`src/rtl/demo_depack_pkg.sv`:
```
// Shared types and helpers for the demo_depack_n serial-to-parallel deserializer.
package demo_depack_pkg;

    typedef enum logic {
        MSB_FIRST = 1'b0,
        LSB_FIRST = 1'b1
    } bit_order_e;

    localparam bit PARITY_EVEN = 1'b0;
    localparam bit PARITY_ODD  = 1'b1;

    // Counter must hold 0..WIDTH inclusive (WIDTH data bits plus an optional parity slot).
    function automatic int unsigned cnt_w(input int unsigned width);
        return $clog2(width + 2);
    endfunction

endpackage

```
`src/rtl/edge_rise_det.sv`:
```
// Rising-edge detector: one-cycle pulse on each 0->1 transition of a level input.
module edge_rise_det (
    input  logic clk,
    input  logic rst,
    input  logic in,
    output logic rise
);

    logic r_prev;

    always_ff @(posedge clk or posedge rst) begin
        if (rst) begin
            r_prev <= 1'b0;
        end else begin
            r_prev <= in;
        end
    end

    assign rise = in & ~r_prev;

endmodule

```
`src/rtl/demo_depack_n.sv`:
```
// Parametrised serial-to-parallel deserializer with rotate and frame latch.
// Optional trailing parity bit per frame is compiled in with DEPACK_PARITY_EN.
module demo_depack_n
    import demo_depack_pkg::*;
#(
    parameter int unsigned  WIDTH      = 8,
    parameter bit           ODD_PARITY = PARITY_EVEN,
    localparam int unsigned CNT_W      = cnt_w(WIDTH)
) (
    input  logic             clk,
    input  logic             rst,
    input  logic             en,
    input  logic             datain,
    input  logic             shift,
    input  logic             lsb_first,
    input  logic             clr,
    output logic [WIDTH-1:0] dataout,
    output logic [WIDTH-1:0] frame_data,
    output logic             frame_valid,
    output logic [CNT_W-1:0] bit_cnt
`ifdef DEPACK_PARITY_EN
    ,
    output logic             parity_err
`endif
);

    logic [WIDTH-1:0] r_shreg;
    logic [WIDTH-1:0] r_frame_data;
    logic             r_frame_valid;
    logic [CNT_W-1:0] r_bit_cnt;
    logic             w_shift_flag;
    bit_order_e       w_order;
    logic [WIDTH-1:0] w_rot;
    logic [WIDTH-1:0] w_ins;
    logic             w_last_data;

    edge_rise_det u_shift_edge (
        .clk  (clk),
        .rst  (rst),
        .in   (shift),
        .rise (w_shift_flag)
    );

    assign w_order     = bit_order_e'(lsb_first);
    assign w_last_data = (r_bit_cnt == CNT_W'(WIDTH - 1));

    // Candidate next shift-register values for a rotate and for a data insert.
    always_comb begin
        w_rot = r_shreg;
        w_ins = r_shreg;
        if (w_order == LSB_FIRST) begin
            w_rot = {r_shreg[0], r_shreg[WIDTH-1:1]};
            w_ins = {datain, r_shreg[WIDTH-1:1]};
        end else begin
            w_rot = {r_shreg[WIDTH-2:0], r_shreg[WIDTH-1]};
            w_ins = {r_shreg[WIDTH-2:0], datain};
        end
    end

`ifdef DEPACK_PARITY_EN
    logic r_par_acc;
    logic r_parity_err;
    logic w_par_phase;

    assign w_par_phase = (r_bit_cnt == CNT_W'(WIDTH));

    // Parity tracks bits as received, so a rotate before the parity slot does not disturb it.
    always_ff @(posedge clk or posedge rst) begin
        if (rst) begin
            r_shreg       <= '0;
            r_frame_data  <= '0;
            r_frame_valid <= 1'b0;
            r_bit_cnt     <= '0;
            r_par_acc     <= 1'b0;
            r_parity_err  <= 1'b0;
        end else begin
            r_frame_valid <= 1'b0;
            if (clr) begin
                r_shreg      <= '0;
                r_bit_cnt    <= '0;
                r_par_acc    <= 1'b0;
                r_parity_err <= 1'b0;
            end else if (w_shift_flag) begin
                r_shreg <= w_rot;
            end else if (en) begin
                if (w_par_phase) begin
                    r_frame_data  <= r_shreg;
                    r_frame_valid <= 1'b1;
                    r_bit_cnt     <= '0;
                    r_par_acc     <= 1'b0;
                    r_parity_err  <= ((r_par_acc ^ datain) != ODD_PARITY);
                end else begin
                    r_shreg   <= w_ins;
                    r_bit_cnt <= r_bit_cnt + CNT_W'(1);
                    r_par_acc <= r_par_acc ^ datain;
                end
            end
        end
    end

    assign parity_err = r_parity_err;
`else
    logic w_unused_parity_sense;

    assign w_unused_parity_sense = ODD_PARITY ^ w_last_data;

    // Frame completes on the en that delivers bit WIDTH; the latch takes the post-insert value.
    always_ff @(posedge clk or posedge rst) begin
        if (rst) begin
            r_shreg       <= '0;
            r_frame_data  <= '0;
            r_frame_valid <= 1'b0;
            r_bit_cnt     <= '0;
        end else begin
            r_frame_valid <= 1'b0;
            if (clr) begin
                r_shreg   <= '0;
                r_bit_cnt <= '0;
            end else if (w_shift_flag) begin
                r_shreg <= w_rot;
            end else if (en) begin
                r_shreg <= w_ins;
                if (w_last_data) begin
                    r_frame_data  <= w_ins;
                    r_frame_valid <= 1'b1;
                    r_bit_cnt     <= '0;
                end else begin
                    r_bit_cnt <= r_bit_cnt + CNT_W'(1);
                end
            end
        end
    end
`endif

    assign dataout     = r_shreg;
    assign frame_data  = r_frame_data;
    assign frame_valid = r_frame_valid;
    assign bit_cnt     = r_bit_cnt;

endmodule

```
`config.mk`:
```
export PLATFORM = sky130hd
export DESIGN_NAME = demo_depack_n
export DESIGN_NICKNAME = d
export VERILOG_FILES = /design/src/rtl/demo_depack_pkg.sv /design/src/rtl/edge_rise_det.sv /design/src/rtl/demo_depack_n.sv
export SDC_FILE = /design/constraint.sdc
export NUM_CORES = 1
export LEC_CHECK = 0
export ABC_AREA = 0
export ABC_CLOCK_PERIOD_IN_PS = 2120
export CORE_ASPECT_RATIO = 1.25
export CORE_MARGIN = 2
export CORE_UTILIZATION = 47
export CTS_CLUSTER_DIAMETER = 150
export CTS_CLUSTER_SIZE = 14
export DETAILED_ROUTE_END_ITERATION = 12
export PLACE_DENSITY = 0.77
export SLEW_MARGIN = 20
export SYNTH_ARGS = -nofsm -noshare
export SYNTH_HDL_FRONTEND = slang
export SYNTH_SLANG_ARGS = --single-unit
```
`constraint.sdc`:
```
create_clock -name clk -period 2.12 [get_ports clk]
set_clock_uncertainty 0.2 [all_clocks]
set_input_delay 0.424 -clock clk [delete_from_list [all_inputs] [get_ports clk]]
set_output_delay 0.424 -clock clk [all_outputs]
set_load 0.02 [all_outputs]
```
-- Word level (Yosys, flattened, before mapping)
Index checks and enable logic that the tools add are counted.
- $add $sub $neg: 1
- equal/unequal tests: 2
- multiplexer cells: 13
- bitwise gates (word level): 4
- reduce and logical (&&, ||, !) cells: 4
- operators with widths (kind ; number):
    $mux 8 ; 5
    $mux 4 ; 4
    $add 4x1->4 const B ; 1
    $eq 4x3->1 const B ; 1
    $mux 1 ; 4
    $reduce_and 4->1 ; 1
    $not 1->1 ; 3
    $reduce_bool 3->1 ; 1
    $ne 2x2->1 const B ; 1
    $reduce_and 2->1 ; 1
    $reduce_bool 2->1 ; 1
    $and 1x1->1 ; 1
- bits in registers: 22
- bits of input ports: 7
- output and inout port bits: 21
- word-level logic and storage cells: 29

-- Logic depth before layout (Yosys ltp)
Gate-level depths: netlist of the first run.
- depth after elaboration: 5
- depth in mapped cells: 5
- mapped depth without buffers: 4

-- By module
A second synthesis of the first run with hierarchy kept.
- cell total of the unflattened synthesis: 94
- area, all modules: 1077.3 um^2
- by module, submodules not included (module ; times used ; cells an instance ; area an instance (um^2) ; seq. area each (um^2)):
    demo_depack_n ; 1 ; 91 ; 1034.7 ; 525.5
    edge_rise_det ; 1 ; 3 ; 42.5 ; 25.0

-- Worst setup path after synthesis of the first run
No wires, ideal clock.
- path type: register -> register
- start: reg r_bit_cnt[0] (netlist: bit_cnt[0])
- end: reg r_frame_data[0] (netlist: frame_data[0])
- setup time: 125 ps
- arrival time: 1411 ps
- required time: 1795 ps
- path slack: 384 ps
- cell stages (with the launch flop): 6
- path buffers: 1
- clock period less this slack: 1736 ps
- cells stage by stage: dfrtp_1 > ha_1 > nand2_1 > nor4_2 > buf_6 > mux2_4
- cells in the longest elaborated chain, start to end: 2
- RTL lines (item ; RTL line ; text):
    from (decl) ; demo_depack_n.sv:30 ; logic [CNT_W-1:0] r_bit_cnt;
    from (signal assigned) ; demo_depack_n.sv:128 ; r_bit_cnt <= r_bit_cnt + CNT_W'(1);
    $eq 4x3->1 ; demo_depack_n.sv:45 ; assign w_last_data = (r_bit_cnt == CNT_W'(WIDTH - 1));
    $reduce_and 4->1 (no source line) ; -- ;
    to (signal assigned) ; demo_depack_n.sv:124 ; r_frame_data <= w_ins;
    to (decl) ; demo_depack_n.sv:28 ; logic [WIDTH-1:0] r_frame_data;
Every way passes these cells.
A chain may end at the register's enable or synchronous reset.

-- Worst setup path in the final report of the first run
- start: reg r_bit_cnt[0] (netlist: bit_cnt[0])
- end: out bit_cnt[0]
- RTL lines (item ; RTL line ; text):
    to (decl) ; demo_depack_n.sv:20 ; output logic [CNT_W-1:0] bit_cnt
No word-level cell between the ends.

==> run_results.csv, run 1 <==
group,metric,value,unit
detailed_routing,remaining_drc_errors,0,
sta,post-route-min-period,2014,ps
worst_setup_path,critical_path.cell_chain,"clkdlybuf4s50_1",
synth,ys_seq_area_share,50.63,%
finish,final_nets,138,
floorplan,io_pins,28,
worst_setup_path,critPathCaptureType,"output pin",
sta,rsz0062_at_grt,"false",
power,clockPowerShare,28.2,%
detailed_routing,routed-via-count,858,
global_routing,maximum_number_of_pins_on_one_net_before_global_route_repair,23,
cts,worst_setup_hold_path_clk_slew,120,ps
placed_design,post-place-cells,156,
power,power.sequential.fraction,54.7,%
finish,area.growth.synth_to_final,33.26,%
sta,setup_viol,0,
sta,timing.final.crit_share,95.02,%
power,internal-power,0.6073,mW
cts,numCtsBuffers,3,
sta,timing.max_slew.rel_slack,78.68,%
floorplan,start_util,49.71,%
floorplan,die_h,57.78,µm
detailed_routing,routedWlPerCell,15.12,µm
synth,dominantRegCellSynth,"sky130_fd_sc_hd__dfrtp_1",
global_routing,globalRouteMet3Util,3.115,%
sta,postLayoutSetupSlackWorst,105.5,ps
power,p_comb_share,17.1,%
global_routing,grt_antenna_before_repair,0,
synth,ys_seq_elements,22,
synth,synth-edff-count,0,
detailed_routing,final_antenna_net_count,0,
cts,cts_hold_bufs,0,
finish,final_layout_size_suffix_gt1_share,16.28,%
cts,tritoncts_clock_tree,"done",
power,vdd.ir_drop.worst,0.0003992,V
placed_design,dp_worst_setup_slack,-4.333,ps
synth,synth.area.top_cells,"sky130_fd_sc_hd__dfrtp_1 51%, sky130_fd_sc_hd__mux2i_1 11%, sky130_fd_sc_hd__nor3_1 4.1%, sky130_fd_sc_hd__mux2_2 4.1%, sky130_fd_sc_hd__mux2_4 4.1%",
synth,synthesis.area_per_instance,11.33,µm²
power,sw_frac_of_total,26.64,%
cts,cts.sink_count,22,
worst_setup_path,critical_path_data_arrival_time,1390,ps
floorplan,number_of_rows_in_the_core_area,19,
global_routing,grt_remaining_overflow,0,
cts,clock_tree.buffer_depth,2,
finish,antennaDiodeCount,0,
synth,syn-num-nets,104,
sta,fmaxAchievable,0.4964,GHz
sta,measured_slew_at_the_worst_slew_check_pin,319.8,ps
detailed_routing,drt_wl_total,2.419,mm
synth,synth.cell_area,1087,µm²
placed_design,place_congestion,0.7868,
global_routing,number_of_global_route_vias_before_repair,878,
worst_hold_path,hp-class,"in2async",
worst_setup_path,path_delay_family,"buffers and inverters",
worst_setup_path,max_stage_delay,640,ps
worst_setup_path,timing.critical_path.required,1500,ps
cts,worst_skew_pair.late_latency,300,ps
worst_setup_path,path_max_fanout,5,
detailed_routing,vias_cell,5.363,
worst_setup_path,setup.worst_path.start_class,"flop",
flow_run,drv.max_cap_violation_count,0,
cts,ctsResizeCount,0,
sta,hold_viol_final,0,
floorplan,floorplan_core_area,2187,µm²
global_routing,groute.layer.met1.usage,27.57,%
cts,library_cell_used_as_clock_root_buffer,"sky130_fd_sc_hd__clkbuf_4",
worst_setup_path,cp.buffers_inverters,1,
global_routing,grtUsageTotal,20.99,%
detailed_routing,detailedRoute.firstIterationViolations,16,
global_routing,met2_usage,34.05,%
placed_design,hpwl,1.816,mm
worst_setup_path,worst_path_slowest_cell,"sky130_fd_sc_hd__clkdlybuf4s50_1",
global_routing,grt.busiest_layer,"met2",
synth,yosys_warnings,0,
power,net-switching-power,0.2206,mW
worst_setup_path,timing_worst_setup_path_type,"reg2out",
detailed_routing,drt_first_pass_iters,4,
finish,final_cells,160,
floorplan,die_w,47.02,µm
power,power.leakage,0.6468,nW
sta,final-max-slew-violation-count,0,
cts,cts-htree-levels,1,
synth,post-synth-top-area-fraction,50.63,%
power,pwr_density_cell,571.4,nW/µm²
floorplan,die_area,2717,µm²
sta,final.setup.tns,0,ps
synth,yosys.area.top_type,"sky130_fd_sc_hd__dfrtp_1",
global_routing,wire_length_of_the_first_global_routing_pass,4.084,mm
run_status,outcome,"complete, no violations",
placed_design,io_buffer_count,27,
cts,cts_setup_buffers,0,
synth,netlist_instances,96,
synth,yosysUniqueCellTypes,23,
synth,synth_async_sr_flop_share,100.0,%
[final timing paths]
path                          startpoint       endpoint  slack [ps]  cells past startpoint
min reg2reg                frame_data[2]  frame_data[2]         340                      2
max in group asynchronous            rst     dataout[6]        1260                      3
min in group clk           frame_data[2]  frame_data[2]         340                      2
max reg2reg                   bit_cnt[0]  frame_data[3]         360                      6
min                                  rst  frame_data[2]         240                      3
max                           bit_cnt[0]     bit_cnt[0]         110                      1
[routing by layer]
metal / part of all wire, % / routed length, µm
met1: 42 / 1025
met2: 52 / 1268
met3: 4.1 / 100
met4: 0.99 / 24
met5: 0 / 0
[layout make-up]
class | instances | area [µm²]
multi-input combinational | 58 | 455.4
timing repair buffer | 35 | 330.3
inverter | 10 | 37.54
sequential | 22 | 550.5
tap | 31 | 38.79
fill | 201 | 738.2
clock buffer | 4 | 36.28
[power groups by stage]
stage	Sequential, mW	Combinational, mW	Clock (mW)
2_1_floorplan	0.474	0.0657	0
3_3_place_gp	0.461	0.140	0
3_5_place_dp	0.461	0.143	0
4_1_cts	0.453	0.143	0.235
5_1_grt	0.456	0.156	0.254
6_report	0.453	0.142	0.233
[state kept, by name, indices dropped and copies added, names as in the netlist]
signal               count
bit_cnt                  4
dataout                  8
frame_data               8
frame_valid              1
u_shift_edge.r_prev      1
[placed cells by master, fill, tap and decap left out, drive strengths merged]
cell / instances
a211oi: 5
a21oi: 6
a221oi: 2
buf: 8
clkbuf: 4
clkdlybuf4s50: 27
dfrtp: 22
ha: 1
inv: 10
mux2: 7
mux2i: 12
nand2: 3
nand2b: 3
nand3: 2
nor2b: 2
nor3: 9
nor4: 1
o2111ai: 1
o21ai: 3
or3: 1
[synthesized netlist by cell type, types with 3 or more instances]
| master | count |
|---|---|
| sky130_fd_sc_hd__dfrtp_1 | 22 |
| sky130_fd_sc_hd__mux2i_1 | 12 |
| sky130_fd_sc_hd__inv_1 | 10 |
| sky130_fd_sc_hd__nor3_1 | 9 |
| sky130_fd_sc_hd__a21oi_1 | 6 |
| sky130_fd_sc_hd__a211oi_1 | 5 |
| sky130_fd_sc_hd__mux2_2 | 4 |
| sky130_fd_sc_hd__mux2_4 | 3 |
| sky130_fd_sc_hd__nand2_1 | 3 |
| sky130_fd_sc_hd__nand2b_1 | 3 |
| sky130_fd_sc_hd__o21ai_0 | 3 |
[cell families (layout without fill, tap and decap cells)]
logic type,count (synthesis),count (layout),synth area share (%)
buffers and inverters,16,49,7.480
and+or+nand+nor,21,21,11.39
DFF,22,22,50.63
adders and majority gates,1,1,1.151
muxes,19,19,19.33
AOI/OAI and AO/OA,17,17,10.01
[per-stage QoR]
stage                     area (µm²)  power [mW]  hold WS (ps)  utilization [%]
after floorplan                 1087      0.5392         213.2                -
after global placement          1413      0.6003         299.6            64.59
after detailed placement        1413      0.6038         314.5            64.59
after CTS                       1449      0.8313         245.5            66.25
after global routing            1449      0.8657         272.4            66.25
final                           1449      0.8279         235.3            66.25
(Power assumes the default switching activity.)
==> run 2: changes to the inputs <==
--- a/config.mk
+++ b/config.mk
@@ -9,11 +9,11 @@
 export ABC_CLOCK_PERIOD_IN_PS = 2120
 export CORE_ASPECT_RATIO = 1.25
 export CORE_MARGIN = 2
-export CORE_UTILIZATION = 47
+export CORE_UTILIZATION = 45
 export CTS_CLUSTER_DIAMETER = 150
 export CTS_CLUSTER_SIZE = 14
 export DETAILED_ROUTE_END_ITERATION = 12
-export PLACE_DENSITY = 0.77
+export PLACE_DENSITY = 0.75
 export SLEW_MARGIN = 20
 export SYNTH_ARGS = -nofsm -noshare
 export SYNTH_HDL_FRONTEND = slang
==> run 2 against run 1 <==
Hold slack worse by 14 ps. Utilization down 0.68 points. Die area up 4.1%. Clock-buffer cell count down 1. Sequential share of layout area down 0.42 points. Fmax down 1.2%. Total power up 12%. First-iteration DRC count down 25%. Design area up 1.1%. Global-route usage down 1.8 points. Via count up 0.70%. Critical path type unchanged.
==> run_results.csv, run 2 (synthesis gave the netlist of run 1 again) <==
group,metric,value,unit
worst_setup_path,worst_path_slowest_cell,"sky130_fd_sc_hd__clkdlybuf4s50_1",
worst_setup_path,cp.buffers_inverters,1,
global_routing,grt_antenna_before_repair,0,
floorplan,die_area,2828,µm²
floorplan,io_pins,28,
sta,final-max-slew-violation-count,0,
sta,hold_viol_final,0,
worst_setup_path,path_max_fanout,5,
worst_setup_path,timing.critical_path.required,1500,ps
global_routing,grt_remaining_overflow,0,
power,power.leakage,0.6538,nW
finish,antennaDiodeCount,0,
finish,finalCoreUtilization,65.57,%
finish,layout_common_cells,"27 x sky130_fd_sc_hd__clkdlybuf4s50_1, 22 x sky130_fd_sc_hd__dfrtp_1, 12 x sky130_fd_sc_hd__mux2i_1, 10 x sky130_fd_sc_hd__inv_1, 9 x sky130_fd_sc_hd__nor3_1",
placed_design,place_congestion,0.8497,
worst_setup_path,timing_worst_setup_path_type,"reg2out",
finish,layout_commonest_cell,"sky130_fd_sc_hd__clkdlybuf4s50_1",
floorplan,number_of_rows_in_the_core_area,19,
floorplan,start_util,48.66,%
cts,cts_hold_bufs,0,
global_routing,maximum_number_of_pins_on_one_net_before_global_route_repair,23,
power,internal-power,0.6940,mW
finish,multi_input_comb_area,455.4,µm²
power,p_comb_share,15.5,%
cts,worst_setup_hold_path_clk_slew,130,ps
placed_design,hpwl,1.738,mm
detailed_routing,vias_cell,5.400,
floorplan,floorplan_core_area,2235,µm²
cts,clock_tree.buffer_depth,2,
cts,worst_skew_pair.late_latency,310,ps
cts,numCtsBuffers,3,
sta,timing.max_slew.rel_slack,78.81,%
detailed_routing,detailedRoute.firstIterationViolations,12,
sta,rsz0062_at_grt,"false",
finish,area.growth.synth_to_final,34.75,%
worst_setup_path,r2r.worst_path.cells,5,
worst_setup_path,setup.worst_path.start_class,"flop",
power,pwr_density_cell,631.2,nW/µm²
global_routing,wire_length_of_the_first_global_routing_pass,3.801,mm
power,sw_frac_of_total,24.96,%
finish,final_nets,138,
global_routing,number_of_global_route_vias_before_repair,858,
power,clockPowerShare,35.6,%
detailed_routing,drt_first_pass_iters,4,
flow_run,drv.max_cap_violation_count,0,
worst_setup_path,critPathCaptureType,"output pin",
sta,setup_viol,0,
cts,cts.sink_count,22,
finish,num-fill-cells,194,
sta,measured_slew_at_the_worst_slew_check_pin,317.9,ps
power,vdd.ir_drop.worst,0.0004344,V
worst_setup_path,critical_path.cell_chain,"clkdlybuf4s50_1",
power,power.sequential.fraction,48.9,%
finish,regArea,550.5,µm²
placed_design,io_buffer_count,27,
finish,final_layout_size_suffix_gt1_share,16.28,%
worst_setup_path,critical_path_cell_count,1,
cts,cts-htree-levels,1,
worst_setup_path,timing.reg2reg.setup_slack,390,ps
sta,finalHoldWorstSlack,221.1,ps
cts,library_cell_used_as_clock_root_buffer,"sky130_fd_sc_hd__clkbuf_4",
cts,tritoncts_clock_tree,"done",
worst_setup_path,path_delay_family,"buffers and inverters",
cts,ctsResizeCount,0,
detailed_routing,remaining_drc_errors,0,
cts,cts_setup_buffers,0,
run_status,outcome,"complete, no violations",
sta,timing.final.crit_share,96.22,%
detailed_routing,drt_wl_total,2.305,mm
sta,fmaxAchievable,0.4902,GHz
worst_hold_path,hp-class,"in2async",
detailed_routing,routed-via-count,864,
power,net-switching-power,0.2308,mW
floorplan,die_w,47.97,µm
floorplan,die_h,58.96,µm
sta,post-route-min-period,2040,ps
detailed_routing,routedWlPerCell,14.41,µm
worst_setup_path,critical_path_data_arrival_time,1420,ps
detailed_routing,final_antenna_net_count,0,
global_routing,grtUsageTotal,19.19,%
sta,final.setup.tns,0,ps
worst_setup_path,max_stage_delay,640,ps
==> run 2: cell type report <==
type                       instances  share of cell area (%)
sequential                        22                   37.57
clock inverter                     1                   2.050
multi-input combinational         58                   31.08
inverter                          10                   2.562
clock buffer                       3                   1.537
tap                               31                   2.647
timing repair buffer              35                   22.54
==> run 2: worst paths after layout <==
path | start | end
max | dataout[6] | dataout[6]
min | rst | frame_data[2]
max reg2reg | bit_cnt[1] | frame_data[6]
min reg2reg | frame_data[6] | frame_data[6]
max in group asynchronous | rst | bit_cnt[1]
min in group clk | frame_data[6] | frame_data[6]
==> run 2: worst min-delay path, cell delays in order <==
cell	delay, ps
sky130_fd_sc_hd__clkdlybuf4s50_1	400
sky130_fd_sc_hd__inv_1	50
sky130_fd_sc_hd__buf_4	270
==> run 2: stage by stage <==
stage	cells	total power, mW	cell area, µm²	setup slack, ps
2_1_floorplan	96	0.5392	1087	383.6
3_3_place_gp	156	0.5997	1413	14.98
3_5_place_dp	156	0.6038	1413	8.603
4_1_cts	160	0.9280	1465	68.63
5_1_grt	160	0.9520	1465	36.50
6_report	160	0.9248	1465	80.09
==> run 2: routing by layer <==
layer	up-vias	wire length (µm)	global-route usage, %
li1	405	-	-
met2	33	1116	27.43
met1	420	1009	25.50
met5	-	0	0
met4	0	58	11.97
met3	6	121	4.601
==> run 2: power groups by stage <==
stage,registers [mW],logic [mW],clock network [mW]
finish,0.452,0.143,0.329
global route,0.454,0.156,0.342
CTS,0.452,0.144,0.332
detailed placement,0.460,0.143,0
global placement,0.460,0.140,0
floorplan,0.474,0.0657,0
